$ cat src/rtl/req_conditioner.sv
// req_conditioner: front end of the 3-way grant arbiter.
// Turns single-cycle request pulses into per-requester pending counts,
// presents level requests, and retires one pending request per granted
// cycle. Reports service, wasted grants, overflow and starvation.
// Each requester is EMPTY (pend==0), PENDING (pend!=0, age<limit) or
// STARVED (pend!=0, age==limit). That state is carried by the pend and age
// counters themselves, so there is no separate state register.
module req_conditioner #(
   parameter int CNT_W        = 4,
   parameter int AGE_W        = 8,
   parameter int STARVE_LIMIT = 16
) (
   input  logic                 clk,
   input  logic                 reset,
   input  logic [2:0]           req_pulse,
   input  logic                 clr_ovf,
   input  logic [2:0]           granted_req,
   output logic [2:0]           req,
   output logic [2:0]           served,
   output logic                 wasted_grant,
   output logic [2:0]           overflow,
   output logic [2:0]           starve,
   output logic [3*CNT_W-1:0]   pend_cnt
);

   localparam logic [CNT_W-1:0] PEND_MAX = {CNT_W{1'b1}};
   localparam logic [AGE_W-1:0] AGE_LIM  = AGE_W'(STARVE_LIMIT);

   logic [CNT_W-1:0] r_pend     [3];
   logic [CNT_W-1:0] w_pend_nxt [3];
   logic [AGE_W-1:0] r_age      [3];
   logic [AGE_W-1:0] w_age_nxt  [3];
   logic [2:0]       w_dec;
   logic [2:0]       w_ovf_set;
   logic [2:0]       r_served;
   logic             r_wasted;
   logic [2:0]       r_ovf;

   // Next pend/age per requester from the pulse/grant pair.
   always_comb begin
      for (int i = 0; i < 3; i++) begin
         // NOTE: every output of this block gets a default first, so no path
         // leaves a value unassigned and no latch is inferred.
         w_dec[i]      = granted_req[i] & (r_pend[i] != '0);
         w_pend_nxt[i] = r_pend[i];
         w_ovf_set[i]  = 1'b0;
         w_age_nxt[i]  = '0;

         if (req_pulse[i] && !w_dec[i]) begin
            if (r_pend[i] != PEND_MAX)
               w_pend_nxt[i] = r_pend[i] + CNT_W'(1);
            else
               w_ovf_set[i] = 1'b1;
         end else if (!req_pulse[i] && w_dec[i]) begin
            w_pend_nxt[i] = r_pend[i] - CNT_W'(1);
         end

         // A grant restarts the wait; an idle requester has no age; otherwise
         // age counts up and parks at the starvation limit.
         if (w_dec[i])
            w_age_nxt[i] = '0;
         else if (r_pend[i] != '0)
            w_age_nxt[i] = (r_age[i] == AGE_LIM) ? r_age[i] : r_age[i] + AGE_W'(1);
         else
            w_age_nxt[i] = '0;
      end
   end

   // Counter, flag and pulse registers.
   always_ff @(posedge clk or negedge reset) begin
      if (!reset) begin
         // NOTE: the small per-requester counter arrays are reset explicitly;
         // a reset must discard all pending work, so they cannot be left as
         // uninitialised storage.
         for (int i = 0; i < 3; i++) begin
            r_pend[i] <= '0;
            r_age[i]  <= '0;
         end
         r_served <= '0;
         r_wasted <= 1'b0;
         r_ovf    <= '0;
      end else begin
         // NOTE: non-blocking assignments keep every register reading the
         // pre-edge values, independent of statement order.
         for (int i = 0; i < 3; i++) begin
            r_pend[i] <= w_pend_nxt[i];
            r_age[i]  <= w_age_nxt[i];
         end
         r_served <= w_dec;
         r_wasted <= |(granted_req & ~req);
         // A dropped pulse in the same cycle as clr_ovf keeps the flag set.
         r_ovf    <= (r_ovf & ~{3{clr_ovf}}) | w_ovf_set;
      end
   end

   // Output decode from registered state only.
   always_comb begin
      for (int i = 0; i < 3; i++) begin
         req[i]    = (r_pend[i] != '0);
         starve[i] = (r_age[i] == AGE_LIM);
      end
   end

   assign served       = r_served;
   assign wasted_grant = r_wasted;
   assign overflow     = r_ovf;
   assign pend_cnt     = {r_pend[2], r_pend[1], r_pend[0]};

endmodule

$ cat config.mk
export PLATFORM = sky130hd
export DESIGN_NAME = req_conditioner
export DESIGN_NICKNAME = d
export VERILOG_FILES = /design/src/rtl/req_conditioner.sv
export SDC_FILE = /design/constraint.sdc
export NUM_CORES = 1
export LEC_CHECK = 0
export CORE_ASPECT_RATIO = 1.5
export CORE_MARGIN = 2
export CORE_UTILIZATION = 35
export CTS_CLUSTER_DIAMETER = 120
export DETAILED_ROUTE_END_ITERATION = 8
export PLACE_DENSITY = 0.53
export SLEW_MARGIN = 20
export SYNTH_ARGS = -nofsm -noshare
export SYNTH_HDL_FRONTEND = slang
export SYNTH_SLANG_ARGS = --single-unit
$ cat constraint.sdc
create_clock -name clk -period 6 [get_ports clk]
set_input_delay 0.6 -clock clk [delete_from_list [all_inputs] [get_ports clk]]
set_output_delay 0.6 -clock clk [all_outputs]
set_load 0.02 [all_outputs]
==> results.md <==
- Status: complete, no violations
- Final std cells w/o fill: 355
- Combinational share of power: 40.5%
- Worst setup EP type: primary output
- Crit. Startpoint: r_age[3]$_DFFE_PN0P_
- Setup Skew: 0.00736 ns
- Tmin final: 2.83 ns
- Layout cell share with drive strength beyond 1: 8.66%
- Seq/Total Area, Yosys: 44.1%
- Internal: 728 uW
- CTS Hold Bufs: 0
- FF-to-FF End: pend_cnt[3]$_DFFE_PN0P_
- RSZ-0062 raised after global routing: false
- Vias in the first global route: 1841
- Mean area per synthesized cell: 10.2 sq um
- Worst Max-Slew Pin Slew: 0.596 ns
- Worst r2r path cells: 7
- TritonCTS buffer count: 5
- Pin count of the biggest net entering global routing: 44
- HPWL Detailed: 3.52 mm
- Max Root-Sink Buffers: 2
- Setup TNS: 0 ns
- Post-DR wirelength/cell: 13.9 microns
- CP Class: flop to primary output
- Crit path max-delay family: simple AND/OR/NAND/NOR gates
- Mapped Area: 2440 sq um
- Root buffer cell: clkbuf_8
- Largest family of logic cells by synthesized area: simple AND/OR/NAND/NOR gates
- Worst reg2reg setup slack: 3.60 ns
- Core area: 6810 sq um
- Endpoints failing setup: 0
- Io pins: 34
- Post-synth EDFFs: 0
- Buf/Inv on CP: 1
- Synth Flop Type: dfrtp_1
- GRT Overall Usage: 14.3%
- Grt ovf: 0
- Cell row count: 37
- Ys async rst share: 100%
- First-pass GRT wire length: 8.72 mm
- Via density: 5.31
- Post-synthesis compound-gate area fraction: 12.2%
- Initial antenna violation count: 0
- Count leader, synth: dfrtp_1
- Via total after detailed routing: 1885
- Post-Synth XOR/XNOR Area: 8.62%
- Adder-cell share of the synthesized area: 8.62%
- Synth top cells by count: 43 x dfrtp_1, 19 x inv_1, 19 x nor2_1
- Chip height: 106 microns
- Final core occ: 43.6%
- Final wirelength: 4.93 mm
- Detail Route Antenna Nets: 0
- Pre-CTS WS: 3.33 ns
- Sw power: 453 uW
- Worst reg2reg path startpoint: pend_cnt[0]$_DFFE_PN0P_
- Final Hold Violating Endpoints: 0
- Warnings, synthesis: 0
- Cells along the critical path: or4_4 -> nor3_4 -> clkdlybuf4s50_1
- Gpl congestion: 0.798
- Arrival time worst endpoint: 2.23 ns
- # diodes: 0
- Crit path launch type: flop
- Sw frac: 38.3%
- Top post-synthesis cells by area: dfrtp_1 44%, ha_1 6.2%, xor2_1 5.4%, nand3_1 3.3%, xnor2_1 3.2%
- Post-Syn Nets: 264
- Initial Util: 35.8%
- Die Wd: 72.1 microns
- Full die area: 7660 sq um
- Reg area: 1080 sq um
- Post-synthesis cell type count: 35
- Critical path's slowest cell: clkdlybuf4s50_1
- Top cell type's share of synthesized area: 44.1%
- Setup Fix Bufs, Post-CTS: 0
- Post-Synth Simple-Gate Area: 20.3%
- Cts repair resizes: 0
- Leak pwr: 1.28 nW
- Clock transition at the registers of the reported paths: 0.09 ns
- Crit-path max cell delay: 0.66 ns
- Clock Power Share: 20.1%
- Detailed Routing Iterations Pass 1: 4
- Area grow syn2layout: 21.7%
- Max_cap viols: 0
- Fillers: 670
- Yosys top cell by area: dfrtp_1
- Area of the multi-input gates: 1270 sq um
- DRC: 0
- Peak VDD IR: 177 uV
- Port buffer count: 33
- Hold Path Class: primary input to asynchronous set/reset pin
- Hold slack: 0.285 ns
- Critical Path Fanout Max: 5
- Required @ worst endpoint: 5.40 ns
- Placed Cells: 347
- Worst-skew pair later-pin latency: 0.30 ns
- Iter 0 DRT Violations: 123
- Reg power frac: 39.4%
- Peak Freq: 353 MHz
- Final setup margin: 3.17 ns
- Final slew viol count: 0
- CTS tree: yes
- Clk sinks: 43
- Yosys reg bits: 43
- Worst slew margin: 59.9%
- Tcrit/Tclk final: 47.2%
- Cells after synthesis: 240
- H-tree levels: 2
- Nets: 300
- P per Cell Area: 398 nW/um^2
- Multiplexer area fraction after synthesis: 2.62%
stage by stage:
step	power [mW]	instance area (sq um)
detailed placement	0.954	2850
CTS	1.20	2960
floorplan	0.764	2440
finish	1.18	2970
global route	1.27	2970
global placement	0.948	2850
per-layer routing:
layer	global-route usage, %	wire length (microns)
met1	18.6	2270
met5	0	0
met2	23.3	2450
met4	5.66	87
met3	2.37	124
sequential cells by signal, summed over array words and instances (netlist names):
| register | flops |
|---|---|
| served | 3 |
| overflow | 3 |
| wasted_grant | 1 |
| r_age | 24 |
| pend_cnt | 12 |
worst max path at each step:
stage,endpoint,slack (ns),cells after the start
after global placement,pend_cnt[3]$_DFFE_PN0P_,3.35,8
after global routing,starve[2],3.03,3
after CTS,starve[2],3.12,3
after detailed placement,pend_cnt[3]$_DFFE_PN0P_,3.33,8
final,starve[2],3.17,3
after floorplan,pend_cnt[7]$_DFFE_PN0P_,3.77,7
area by class of cell:
type	count	share of cell area (%)
sequential	43	36.3
inverter	19	2.41
clock inverter	2	1.18
clock buffer	6	2.78
tap	78	3.29
timing repair buffer	33	11.1
multi-input combinational	174	43.0
logic make-up after synthesis:
group | count (synthesis)
XOR/XNOR | 24
adder cells (fa/ha/maj) | 15
multiplexers | 6
AND/OR/NAND/NOR | 89
AO/OA/AOI/OAI | 40
buffers and inverters | 23
flip-flops | 43
power by group through the flow:
stage	Clock (mW)	Sequential, mW	Combinational [mW]
2_1_floorplan	0	0.506	0.258
3_3_place_gp	0	0.472	0.476
3_5_place_dp	0	0.471	0.484
4_1_cts	0.249	0.467	0.485
5_1_grt	0.258	0.483	0.531
6_report	0.237	0.466	0.479
cells in the final DEF (no fill, tap or decap), types with 6 or more instances in the layout:
cell type	count
dfrtp_1	43
clkdlybuf4s50_1	32
inv_1	19
nor2_1	19
nand3_1	16
nand2_1	15
a21oi_1	15
xor2_1	15
ha_1	12
and3_1	9
xnor2_1	9
a211oi_1	6
nand2b_1	6
clkbuf_8	6
Note: power is estimated with default switching activity, not from simulation.
